==> src/rtl/store_buffer.sv <==
// Store buffer between the MEM stage and a single-port data memory: posted
// stores drain in order, loads are checked against pending stores.
// Optional macro STORE_BUFFER_FWD_EN enables load forwarding from buffered stores.
module store_buffer #(
  parameter int DEPTH = 4
) (
  input  logic        clk_i,
  input  logic        rst_i,
  input  logic        st_valid_i,
  input  logic [31:0] st_addr_i,
  input  logic [31:0] st_data_i,
  output logic        st_ready_o,
  input  logic        ld_valid_i,
  input  logic [31:0] ld_addr_i,
  output logic        ld_ready_o,
  output logic [31:0] ld_data_o,
  output logic        empty_o,
  output logic [31:0] mem_addr_o,
  output logic [31:0] mem_wdata_o,
  output logic        mem_write_o,
  output logic        mem_read_o,
  input  logic [31:0] mem_rdata_i
);

  // Handshakes: a store is taken on a rising edge when st_valid_i && st_ready_o;
  // a load completes in the cycle ld_valid_i && ld_ready_o (data on ld_data_o).
  localparam int PW = $clog2(DEPTH);
  localparam int CW = $clog2(DEPTH + 1);
  localparam logic [CW-1:0] FULL_CNT = CW'(DEPTH);

  logic [31:0]   addr_q [DEPTH];
  logic [31:0]   data_q [DEPTH];
  logic [PW-1:0] head_q;
  logic [PW-1:0] tail_q;
  logic [CW-1:0] count_q;

  logic          full;
  logic          hit;
  logic [PW-1:0] slot_idx;
  logic          load_mem;
  logic          drain;
  logic          push;
`ifdef STORE_BUFFER_FWD_EN
  logic [PW-1:0] hit_idx;
  logic          fwd_hit;
`endif

  assign full = (count_q == FULL_CNT);

  // Walk oldest to youngest so the youngest matching entry is the last one kept.
  always_comb begin
    hit      = 1'b0;
    slot_idx = '0;
`ifdef STORE_BUFFER_FWD_EN
    hit_idx  = '0;
`endif
    for (int i = 0; i < DEPTH; i++) begin
      slot_idx = head_q + PW'(i);
      if ((CW'(i) < count_q) && (addr_q[slot_idx] == ld_addr_i)) begin
        hit = 1'b1;
`ifdef STORE_BUFFER_FWD_EN
        hit_idx = slot_idx;
`endif
      end
    end
  end

  // Gating with rst_i keeps the memory port quiet while reset is held,
  // even before the first edge has cleared the pointers.
  assign load_mem = rst_i && ld_valid_i && !hit && !full;
  assign drain    = rst_i && (count_q != '0) && !load_mem;
  assign push     = rst_i && st_valid_i && !full;
`ifdef STORE_BUFFER_FWD_EN
  assign fwd_hit  = rst_i && ld_valid_i && hit;
`endif

  assign st_ready_o = !rst_i || !full;
  assign empty_o    = !rst_i || (count_q == '0);

  always_comb begin
    mem_addr_o  = '0;
    mem_wdata_o = '0;
    mem_write_o = 1'b0;
    mem_read_o  = 1'b0;
    ld_ready_o  = 1'b0;
    ld_data_o   = '0;
    if (load_mem) begin
      mem_read_o = 1'b1;
      mem_addr_o = ld_addr_i;
      ld_ready_o = 1'b1;
      ld_data_o  = mem_rdata_i;
    end else if (drain) begin
      mem_write_o = 1'b1;
      mem_addr_o  = addr_q[head_q];
      mem_wdata_o = data_q[head_q];
    end
`ifdef STORE_BUFFER_FWD_EN
    if (fwd_hit) begin
      ld_ready_o = 1'b1;
      ld_data_o  = data_q[hit_idx];
    end
`endif
  end

  // A full buffer refuses the store even if the head drains this cycle.
  always_ff @(posedge clk_i) begin
    if (!rst_i) begin
      head_q  <= '0;
      tail_q  <= '0;
      count_q <= '0;
    end else begin
      if (push) begin
        addr_q[tail_q] <= st_addr_i;
        data_q[tail_q] <= st_data_i;
        tail_q         <= tail_q + 1'b1;
      end
      if (drain) begin
        head_q <= head_q + 1'b1;
      end
      count_q <= count_q + CW'(push) - CW'(drain);
    end
  end

endmodule
==> config.mk <==
export PLATFORM = sky130hd
export DESIGN_NAME = store_buffer
export DESIGN_NICKNAME = d
export VERILOG_FILES = /design/src/rtl/store_buffer.sv
export SDC_FILE = /design/constraint.sdc
export NUM_CORES = 1
export LEC_CHECK = 0
export CAP_MARGIN = 5
export CELL_PAD_IN_SITES_DETAIL_PLACEMENT = 2
export CELL_PAD_IN_SITES_GLOBAL_PLACEMENT = 2
export CORE_ASPECT_RATIO = 0.8
export CORE_MARGIN = 1.5
export CORE_UTILIZATION = 40
export CTS_BUF_LIST = sky130_fd_sc_hd__clkbuf_16
export DETAILED_ROUTE_END_ITERATION = 8
export PLACE_DENSITY_LB_ADDON = 0.1
export SETUP_SLACK_MARGIN = 0.2
export SLEW_MARGIN = 20
export SYNTH_ARGS = -nofsm -noshare
export SYNTH_HDL_FRONTEND = slang
export SYNTH_SLANG_ARGS = --single-unit
==> constraint.sdc <==
create_clock -name clk_i -period 11.9 [get_ports clk_i]
set_input_delay 2.38 -clock clk_i [delete_from_list [all_inputs] [get_ports clk_i]]
set_output_delay 2.38 -clock clk_i [all_outputs]
set_load 0.005 [all_outputs]
# Word-level counts from Yosys, hierarchy flattened
# Memory sizes are Yosys's and may differ from the RTL's. A register that Yosys moved wholly into a read port is not among the register bits.
# Cells that the tools add are included.
# word_totals
reg_bits,7
latchBits,0
ramBits,256
rom_bits,0
inputBits,132
output_inout_bits,101
word_cells,58
memories,2
# classes
n_addsub,6
mul,0
div_mod_pow,0
magnitude_cmp,4
n_eq_ne,5
n_shift,0
muxes,19
n_bitwise,0
n_reduce_logical,19
# mem_list
name,depth,word_bits,rd,rd_clocked_by_memory_dff,wr,line_no,source
addr_q,4,32,4,1,1,31,logic [31:0] addr_q [DEPTH];
data_q,4,32,1,1,1,32,logic [31:0] data_q [DEPTH];
# op_table
op,count
32-bit 2-to-1 mux,5
32-bit == test,4
1-bit logical AND,11
1-bit 2-to-1 mux,10
2-bit 2-to-1 mux,4
1-bit by 3-bit < comparator with 1-bit output (first input constant),2
2-bit by 3-bit < comparator with 1-bit output (first input constant),2
2-bit by 1-bit adder with 2-bit output (second input constant),2
2-bit adder (second input constant),2
1-bit logical NOT,4
3-bit by 1-bit adder with 3-bit output,1
3-bit == test (second input constant),1
3-bit logical NOT,1
3-bit nonzero test,1
3-bit by 1-bit subtractor with 3-bit output,1
1-bit logical OR,2

# Longest topological paths before layout
# An unclocked memory read counts as a cell.
# logic_depth
word_depth,14
mapped_depth,20

# Worst setup path after synthesis
# No wires, ideal clock.
# synth_timing
kind,input-to-output
startpoint,in ld_addr_i[15]
endpoint,out mem_wdata_o[10]
arrival_ns,4.286
required_time_ns,9.520
slack_ns,5.234
path_stages,9
path_buffers,2
path_cell_list,buf_1 -> a2bb2oi_1 -> a21oi_1 -> nor4_1 -> nand4_1 -> o31ai_2 -> o31ai_4 -> clkbuf_1 -> and2b_1
# synth_via
elab_chain_len,13
word_cells_on_any_way,19
cone_classes,eq/ne (4); mux (6); reduce/logical (9)
# synth_rtl
item,line_no,source
"start, declared",14,"input logic [31:0] ld_addr_i,"
32-bit == test,59,if ((CW'(i) < count_q) && (addr_q[slot_idx] == ld_addr_i)) begin
1-bit logical AND,59,
1-bit 2-to-1 mux (3 in a row),59,
1-bit 2-to-1 mux (*),59,
1-bit logical NOT (*),70,assign load_mem = rst_i && ld_valid_i && !hit && !full;
1-bit logical AND (*) (2 in a row),70,
1-bit logical NOT,71,assign drain = rst_i && (count_q != '0) && !load_mem;
1-bit logical AND,71,
32-bit 2-to-1 mux,92,end else if (drain) begin
32-bit 2-to-1 mux (*),87,if (load_mem) begin
"end, declared",19,"output logic [31:0] mem_wdata_o,"
# Mark *: on every way between the ends. The rest lies on a longest branch, timed or not.

# Final worst setup path
# layout_timing
startpoint,in ld_addr_i[15]
endpoint,out mem_addr_o[0]
# layout_via
elab_chain_len,13
word_cells_on_any_way,19
cone_classes,eq/ne (4); mux (6); reduce/logical (9)
# layout_rtl
item,line_no,source
32-bit == test,59,
1-bit logical AND,59,
1-bit 2-to-1 mux (3 in a row),59,
1-bit 2-to-1 mux (*),59,
1-bit logical NOT (*),70,
1-bit logical AND (*) (2 in a row),70,
1-bit logical NOT,71,
1-bit logical AND,71,
32-bit 2-to-1 mux,92,
32-bit 2-to-1 mux (*),87,
"end, declared",18,"output logic [31:0] mem_addr_o,"
# Marks and branches as above.

==> out/qor.csv <==
stage;metric;value;unit
global_routing;grt_pass1_wl;69.4;mm
routing;first_iter_violations;686;
floorplanning;floorplan.rows;63;
synth;syn-instance-count;958;
floorplanning;die_w;220;µm
critical_path;crit_path_max_fanout;22;
critical_path;end_kind;output pin;
cells_and_area;multiInputGateArea;0.00661;mm²
synth;yosys.area.top_type;edfxtp_1;
placed_design;gp_congestion;0.844;
routing;via_per_inst;5.80;
floorplanning;fp.dieArea;0.0388;mm²
synth;synth_top_area_share;51.1;%
clock_network;clockBufferDepth;3;
routing;dr_total_vias;9747;
cells_and_area;final_cell_mix;256 x edfxtp_1, 232 x clkdlybuf4s50_1, 126 x mux4_2;
min_path;whs_path_depth;2;
synth;yosysSeqAreaShare;52.3;%
routing;wirelength;47.0;mm
floorplanning;pin_count;233;
routing;ant_nets;0;
critical_path;cp.arrival;6.40;ns
critical_path;path_class;input pin to output pin;
clock_network;post_cts_buffers;0;
synth;synth-seq-cells;265;
synth;synth_nets;1099;
sta;fin_tns_setup;0;ns
cells_and_area;nets;1310;
clock_network;clock_latency;0.57;ns
sta;slew_viol_final;0;
sta;rsz0062_at_grt;false;
power;peakVddDrop;0.108;mV
sta;hold_viol;0;
sta;tightest_slew;0.915;ns
synth;avgSynthCellArea;15.7;µm²
clock_network;cts-resized-gates;0;
floorplanning;die_h;176;µm
placed_design;dpl.hpwl;32.8;mm
synth;async_flop_share;0;%
sta;finalSetupViolations;0;
clock_network;cts_tree;built;
min_path;hold_path.class;flop to flop;
cells_and_area;regArea;0.00788;mm²
critical_path;ff2ff_path_depth;17;
synth;ys.warnings.count;0;
run;max-cap-violations;0;
synth;synth_edf_count;256;
synth;ys_types;60;
run_status;status;finished, final reports clean;
cells_and_area;area_growth;23.6;%
global_routing;grt_start_max_net_pins;59;
clock_network;clock_sink_count;265;
routing;route.detailed.wl_per_inst;28.0;µm
synth;ys.flop_type;edfxtp_1;
routing;first_pass_iters;5;
power;leakagePower;5.87;nW
critical_path;required;9.52;ns
sta;slew-limit-headroom;39.0;%
floorplanning;fp.coreArea;0.0370;mm²
sta;fin_crit;8.78;ns
global_routing;grt_pass1_vias;10500;
synth;synth_area;0.0150;mm²
sta;max_freq;114;MHz
global_routing;antenna_found_initial;2;
clock_network;clk_pin_slew;0.07;ns
placed_design;portBuffers;232;
global_routing;grt_usage;24.4;%
clock_network;cts.htree.levels;1;
routing;drc;0;
cells_and_area;layout_commonest_cell;edfxtp_1;
power;powerDensity;190;mW/mm²
cells_and_area;fill_cells;3421;
sta;finalCritPeriodShare;73.7;%
clock_network;numCtsBuffers;29;
critical_path;startpoint_type;input pin;
global_routing;overflow;0;
clock_network;clockRootBuffer;clkbuf_16;
cells_and_area;fin_util;50.2;%
floorplanning;initial_core_util;40.6;%
clock_network;ctsHoldBuffers;0;
sta;finClkSkew;0.0124;ns
synth;synth_area_leaders;edfxtp_1 51%, mux4_2 19%, xnor2_1 6.1%, mux2i_1 5.6%, and2_1 1.6%;
cells_and_area;drive_gt1_share;16.5;%
-- sequential cells by signal (all words and copies together), names as in the netlist, named ones only --
name and cells:
tail_q 2, count_q 3, head_q 2, data_q 128
addr_q 128
-- metal layers --
metal / GRT usage [%] / vias up / part of all wire, %
li1: - / 4212 / -
met1: 34.6 / 5178 / 45
met2: 38.7 / 305 / 46
met3: 5.17 / 52 / 6.8
met4: 5.33 / 0 / 2.1
met5: 0 / - / 0
-- cells by family after synthesis --
kind of cell,synth area share (%)
multiplexers,26.6
AND/OR/NAND/NOR,6.93
XOR/XNOR,6.69
flip-flops,52.3
buffers and inverters,3.90
adder cells (fa/ha/maj),0.798
AO/OA/AOI/OAI,2.77
-- cell type report --
cell class	count	area share [%]
tap	487	3.28
timing repair buffer	246	13.0
clock inverter	25	1.05
inverter	38	0.767
sequential	265	42.4
multi-input combinational	589	35.6
antenna	2	0.0269
clock buffer	29	3.90
-- path summary, 6_finish.rpt --
check                                         endpoint  slack, ns                   start
worst max-delay path                     mem_addr_o[0]       3.12           ld_addr_i[15]
worst min-delay path            tail_q[1]$_SDFFE_PN0P_       0.55  tail_q[1]$_SDFFE_PN0P_
worst max register to register   count_q[2]$_SDFF_PN0_       6.25  head_q[1]$_SDFFE_PN0N_
worst min register to register  tail_q[1]$_SDFFE_PN0P_       0.55  tail_q[1]$_SDFFE_PN0P_
-- cells in the mapped netlist, drive strengths merged, types with 2 or more instances --
cell type and n:
a211oi 5, a21oi 7, a221oi 5, a22oi 2, a2bb2oi 4, and2 39
and2b 10, and3 3, buf 46, clkbuf 20, clkinv 2, dfxtp 9
edfxtp 256, ha 8, inv 36, mux2 8, mux2i 84, mux4 135
nand2 40, nand2b 6, nand3 6, nand4 14, nor2 9, nor2b 27
nor3 6, nor4 20, o21ai 5, o22ai 6, o2bb2ai 2, o311ai 2
o31ai 2, o32ai 2, xnor2 104, xor2 11
-- metrics by stage --
step	total power, W	hold WS [ns]	instance area [µm²]	instances	setup WS (ns)
global route	0.00370	0.588	18600	1679	3.08
finish	0.00354	0.553	18600	1681	3.12
global placement	0.00264	0.497	17700	1625	3.23
detailed placement	0.00267	0.532	17700	1625	3.18
floorplan	0.00220	0.469	15000	958	5.23
CTS	0.00357	0.549	18600	1679	3.11
-- report_power, final --
group	internal (W)	total, W	switching [W]
registers	0.00109	0.00121	0.000124
logic	0.000751	0.00144	0.000690
clock network	0.000506	0.000886	0.000380
total	0.00234	0.00354	0.00119
-- critical path, stage by stage --
cell	delay, ns
clkdlybuf4s50_1	0.94
a2bb2oi_1	0.24
a21oi_1	0.10
nor4_1	0.56
nand4_1	0.27
o31ai_2	0.56
nor3_4	0.08
buf_4	0.30
mux2i_1	0.36
clkdlybuf4s50_1	0.57
Power figures use the tool's default switching activity.
